[config.mk]
export PLATFORM = sky130hd
export DESIGN_NAME = serial_word_loader
export DESIGN_NICKNAME = d
export VERILOG_FILES = /design/src/rtl/serial_word_loader.sv
export SDC_FILE = /design/constraint.sdc
export NUM_CORES = 1
export LEC_CHECK = 0
export BUFFER_PORTS_ARGS = -buffer_cell sky130_fd_sc_hd__buf_2
export CAP_MARGIN = 20
export CORE_ASPECT_RATIO = 1.5
export CORE_UTILIZATION = 30
export DETAILED_ROUTE_END_ITERATION = 10
export MAX_ROUTING_LAYER = met4
export SETUP_SLACK_MARGIN = 0.1
export SYNTH_ARGS = -nofsm -noshare
export SYNTH_HDL_FRONTEND = slang
export SYNTH_SLANG_ARGS = --single-unit
[constraint.sdc]
create_clock -name clk -period 1.5 [get_ports clk]
set_input_delay 0.075 -clock clk [delete_from_list [all_inputs] [get_ports clk]]
set_output_delay 0.075 -clock clk [all_outputs]
set_load 0.03 [all_outputs]
[src/rtl/serial_word_loader.sv]
// serial_word_loader
//   Assembles a WIDTH-bit word from an LSB-first serial stream under a
//   valid/ready handshake and hands it to a downstream enabled register bank
//   through a one-cycle load enable.
//
// Ports
//   clk        in   1      rising-edge clock
//   reset      in   1      synchronous, active-high
//   sin        in   1      serial data bit
//   sin_valid  in   1      sin carries a bit this cycle
//   sin_ready  out  1      a bit can be accepted this cycle
//   flush      in   1      abort a partially assembled word
//   D          out  WIDTH  last completed word, held between loads
//   E          out  1      one-cycle load enable for the downstream bank
//   busy       out  1      word partially assembled or being loaded
//   count      out  CW     bits accepted into the current word
//
// All outputs are either registers or decodes of the state register, so
// there is no combinational path from sin/sin_valid to any output.
module serial_word_loader #(
    parameter int WIDTH = 8,
    parameter int CW    = $clog2(WIDTH + 1)
) (
    input  logic             clk,
    input  logic             reset,
    input  logic             sin,
    input  logic             sin_valid,
    output logic             sin_ready,
    input  logic             flush,
    output logic [WIDTH-1:0] D,
    output logic             E,
    output logic             busy,
    output logic [CW-1:0]    count
);

    typedef enum logic [1:0] {
        IDLE  = 2'd0,
        SHIFT = 2'd1,
        LOAD  = 2'd2
    } state_t;

    localparam logic [CW-1:0] LAST = CW'(WIDTH - 1);
    localparam logic [CW-1:0] ONE  = CW'(1);

    state_t           state, state_nxt;
    logic [WIDTH-1:0] shift_q, shift_nxt;
    logic [WIDTH-1:0] d_q, d_nxt;
    logic [CW-1:0]    count_q, count_nxt;
    logic             xfer;

    // Handshake and status decode purely from state.
    assign sin_ready = (state != LOAD);
    assign busy      = (state != IDLE);
    assign E         = (state == LOAD);
    assign D         = d_q;
    assign count     = count_q;

    assign xfer = sin_valid && sin_ready;

    // State register and datapath registers.
    always_ff @(posedge clk) begin
        if (reset) begin
            state   <= IDLE;
            shift_q <= '0;
            d_q     <= '0;
            count_q <= '0;
        end else begin
            state   <= state_nxt;
            shift_q <= shift_nxt;
            d_q     <= d_nxt;
            count_q <= count_nxt;
        end
    end

    // Next-state and datapath update.
    always_comb begin
        state_nxt = state;
        shift_nxt = shift_q;
        d_nxt     = d_q;
        count_nxt = count_q;

        case (state)
            IDLE: begin
                // flush in IDLE swallows any simultaneous bit.
                if (xfer && !flush) begin
                    shift_nxt    = '0;
                    shift_nxt[0] = sin;
                    count_nxt    = ONE;
                    state_nxt    = SHIFT;
                end
            end

            SHIFT: begin
                if (flush) begin
                    // flush beats a simultaneous transfer.
                    shift_nxt = '0;
                    count_nxt = '0;
                    state_nxt = IDLE;
                end else if (xfer) begin
                    // One-hot write of the incoming bit at position count;
                    // avoids a variable index wider than the register.
                    for (int i = 0; i < WIDTH; i++) begin
                        if (count_q == CW'(i)) shift_nxt[i] = sin;
                    end
                    if (count_q == LAST) begin
                        d_nxt     = shift_nxt;
                        shift_nxt = '0;
                        count_nxt = '0;
                        state_nxt = LOAD;
                    end else begin
                        count_nxt = count_q + ONE;
                    end
                end
            end

            LOAD: begin
                // Input and flush are ignored; the load always completes.
                state_nxt = IDLE;
            end

            default: begin
                state_nxt = IDLE;
                shift_nxt = '0;
                count_nxt = '0;
            end
        endcase
    end

endmodule

Word level (Yosys, flattened, before mapping)
Index checks and enable logic that the tools add are counted.
Word-level totals
  logic and storage cells: 52
  input port bits: 5
  flip-flop bits (word level): 22
  output and inout bits: 15
Cells by class
  add/sub/neg operators: 1
  multiplexer cells: 23
  equal/unequal tests: 13
  bitwise operators: 2
  reductions and logical operators: 9
Operators by type and width (number)
  $mux 8: 4
  $pmux 8 s3: 1
  $eq 4x3->1 const B: 4
  $mux 4: 4
  $pmux 4 s3: 1
  $eq 4x2->1 const B: 2
  $mux 1: 8
  $mux 2: 4
  $ne 3x3->1 const B: 2
  $reduce_and 3->1: 2
  $add 4x1->4 const B: 1
  $eq 4x1->1 const B: 1
  $logic_not 4->1: 1
  $ne 2x2->1 const B: 2
  $pmux 2 s2: 1
  $reduce_and 4->1: 1
  $eq 2x1->1 const B: 1
  $eq 2x2->1 const B: 1
  $logic_and 1x1->1: 2
  $logic_not 2->1: 1
  $not 1->1: 2
  $reduce_bool 2->1: 1
  $logic_not 1->1: 1

Longest topological paths before layout
  word-level depth: 6
  depth in mapped cells: 7
  gate-level depth less buffers: 6

Worst setup path before layout
Ideal clock, no wire load.
  kind: reg-to-reg
  start: register count_q[0], in the netlist count[0]
  end: register d_q[4], in the netlist D[4]
  library setup time: 79 ps
  buffers on the path: 2
  stages on the path, launching flop included: 8
  data arrival time: 1652 ps
  period minus slack after synthesis: 1732 ps
  path slack: -232 ps
  cell sequence: dfxtp_1 -> ha_1 -> and4b_1 -> and3_1 -> buf_6 -> buf_8 -> nor2_2 -> a211oi_2
Between the ends
  word-level cells in the longest chain between the ends: 2
  elaborated cells between the ends (all ways): 4
RTL lines
  start: declaration: line 48  | logic [CW-1:0] count_q, count_nxt;
  start signal: assignment: line 71  | count_q <= count_nxt;
  $eq 4x3->1 (on tied branches): line 105, 103
  $reduce_and 4->1 (no source line) or $mux 1 (tied branches)
  end signal: assignment: line 70  | d_q <= d_nxt;
  end: declaration: line 47  | logic [WIDTH-1:0] d_q, d_nxt;
Several ways; a longest one is shown, not always the timed one.
A chain may end at the register's enable or synchronous reset.

Worst setup path in the final report
  start: register count_q[0], in the netlist count[0]
  end: register d_q[7], in the netlist D[7]
Between the ends
  word-level cells in the longest chain between the ends: 2
  elaborated cells between the ends (all ways): 3
RTL lines (line)
  $eq 4x3->1 *: 103, 105
  $reduce_and 4->1 (no source line) or $mux 1 (tied branches)
Mark *: on every way between the ends. The rest lies on a longest branch, timed or not.

==> metrics <==
Syn Std Cell Area=1080 sq um; Slew @ Worst Pin=428 ps; clk_lat worst skew=260 ps; commonest cells after routing, fill and taps aside=buf_2 (19), dfxtp_1 (17), nor2_1 (16); period utilization=97.1%; min cycle time layout=1460 ps; RSZ-0062 raised after global routing=yes; Die ar.=3840 sq um; Die Ht=75.4 um; row count=26; WL final=2.51 mm; Avg Inst Size Synth=9.38 sq um; status=finished clean; Final setup viols=0; DRC=0; Crit. End Element=flop; YS warnings=0; crit path kind=flop to flop; pwr dens=731 nW/um^2; top-area cell type share of the netlist area=39.0%; Layout Nets=152; Core ar.=3420 sq um; post-placement cell area=1240 sq um; Worst VDD drop=486 uV; layout cell share with drive strength beyond 1=40.8%; Starting Density=31.6%; CTS tree=yes; DRT antenna net count=0; initial antenna violation count=0; setup TNS=0 ps; GPL Wtd Cong=0.802; CTS max path bufs=2; Fin. Hold Viols=0; slowest CP cell=dfxtp_4; Detailed Route Iter0 Violations=55; total number of vias=947; clk slew on worst S/H paths=80 ps; WP data required=1640 ps; DR WL/cell=13.6 um; Max transition margin=71.5%; r2r setup slk=40 ps; ant diodes=0; I/O Buffers=19; hold buffers post-CTS=0; Setup Skew=1.80 ps; cell area after layout=1410 sq um; Seq/Total Area, Yosys=39.0%; Worst Path Max Fanout=8; CP cell instances=ha_4 > and4b_1 > and3_4 > buf_12 > mux2i_1 > nor2_1; clock root buffer=clkbuf_8; CP peak stage delay=390 ps; vias in the first global route=858; I/O pin cnt=20; synth top area cells=dfxtp_1 (39%), mux2i_1 (8.4%), nor2_1 (5.6%); largest net degree at the start of global routing=22; Worst setup SP type=flop; cell taking the most area after synthesis=dfxtp_1; die width=51.0 um; global-route wire length before repair=3.91 mm; cell count after synthesis=115; Worst EP arrival=1590 ps; Inst Count DP=172; Post-Layout Cell Count=184; number of buffers created by CTS=3; leakage power=0.578 nW; grt total ovfl=0; H-tree lvl count=1; Syn Nets=124; Tightest Hold Check Type=input pin to flop; Seq cells post-synth=21; most common cell after layout, fill and taps aside=buf_2; Initial DRT Pass Iterations=4; GRT Resource Usage Total=13.7%; Vias/cell=5.15; fill count=360; Sink Count=21; DPL Wire Length=1.67 mm; max-slew violations=0; P&R area growth vs syn=30.4%; Overall Power=1.03 mW; f_max=0.687 GHz; Max Cap Violations=0; Distinct cells, synth=33
## where the power goes
group          total (mW)  switching, mW  internal (mW)
logic              0.0921         0.0564         0.0356
clock network       0.368          0.183          0.185
registers           0.568        0.00880          0.560
total                1.03          0.248          0.780
## metrics by stage
| stage | hold WS (ps) | worst slack (ps) | util [%] |
|---|---|---|---|
| after floorplan | 147 | 53.6 | - |
| after global placement | 444 | 23.3 | 36.4 |
| after detailed placement | 449 | 23.3 | 36.4 |
| after CTS | 172 | 45.0 | 39.4 |
| after global routing | 211 | -36.4 | 41.2 |
| final | 181 | 44.2 | 41.2 |
## cell families (layout without fill, tap and decap cells)
logic type	after synthesis	in the layout	share of synthesized area, %
AND/OR/NAND/NOR	43	43	22.5
AO/OA/AOI/OAI	24	24	17.9
flip-flops	21	21	39.0
buffers and inverters	14	41	7.65
multiplexers	9	9	8.35
adder cells (fa/ha/maj)	4	4	4.64
## Yosys cell counts
master / instances
a211oi_2: 2
a211oi_1: 5
a2bb2oi_1: 6
buf_6: 2
inv_1: 4
a2111oi_0: 1
o221a_2: 1
o21ai_2: 1
buf_8: 1
a31oi_1: 2
buf_2: 3
clkbuf_1: 4
a311oi_1: 1
or2_2: 1
and3_1: 1
nor2_2: 2
o21a_1: 1
nor2_1: 16
nor4b_1: 1
nand3b_1: 5
nand4_1: 2
mux2i_1: 9
nand2b_1: 1
nor3b_1: 4
dfxtp_1: 21
nand3_1: 2
nand2_1: 3
a21oi_1: 4
nor2b_1: 1
and4b_1: 1
ha_1: 4
or3_1: 2
nand4_2: 1
## flip-flops by register name, summed over array words and instances (netlist names)
signal / flops
D: 8
shift_q: 7
count: 4
state: 2
## final timing paths
path | start | endpoint | cells after the start
worst min register to register | D[6] | D[6] | 2
worst max-delay path | count[0] | D[7] | 6
worst min-delay path | sin_valid | state[0] | 3
worst max register to register | count[0] | D[7] | 6
## per-layer routing
metal	vias up	global-route usage (%)	wire [um]
li1	464	-	-
met1	461	15.3	1080
met2	20	25.0	1330
met3	2	1.80	76
met4	0	4.63	19
met5	-	-	0
## worst max-delay path, delay by kind of cell, from the launching register on
| family | cells | cell delay, ps |
|---|---|---|
| AND/OR/NAND/NOR | 3 | 490 |
| multiplexers | 1 | 170 |
| flip-flops | 1 | 390 |
| buffers and inverters | 1 | 130 |
| adder cells (fa/ha/maj) | 1 | 160 |
## layout make-up
class	count	area (sq um)	share of cell area, %
tap	42	52.6	3.74
inverter	4	15.0	1.07
multi-input combinational	80	628	44.7
clock inverter	1	5.00	0.356
timing repair buffer	33	234	16.6
clock buffer	3	41.3	2.94
sequential	21	430	30.6
## repair_timing
action | 4_1_cts | 5_1_grt
pin swaps | 2 | 2
setup endpoints to repair | 13 | 17
setup buffers | 4 | 3
resized for setup | 5 | 3
gates cloned | 0 | 1
No activity file was read; power rests on OpenSTA's default activity.
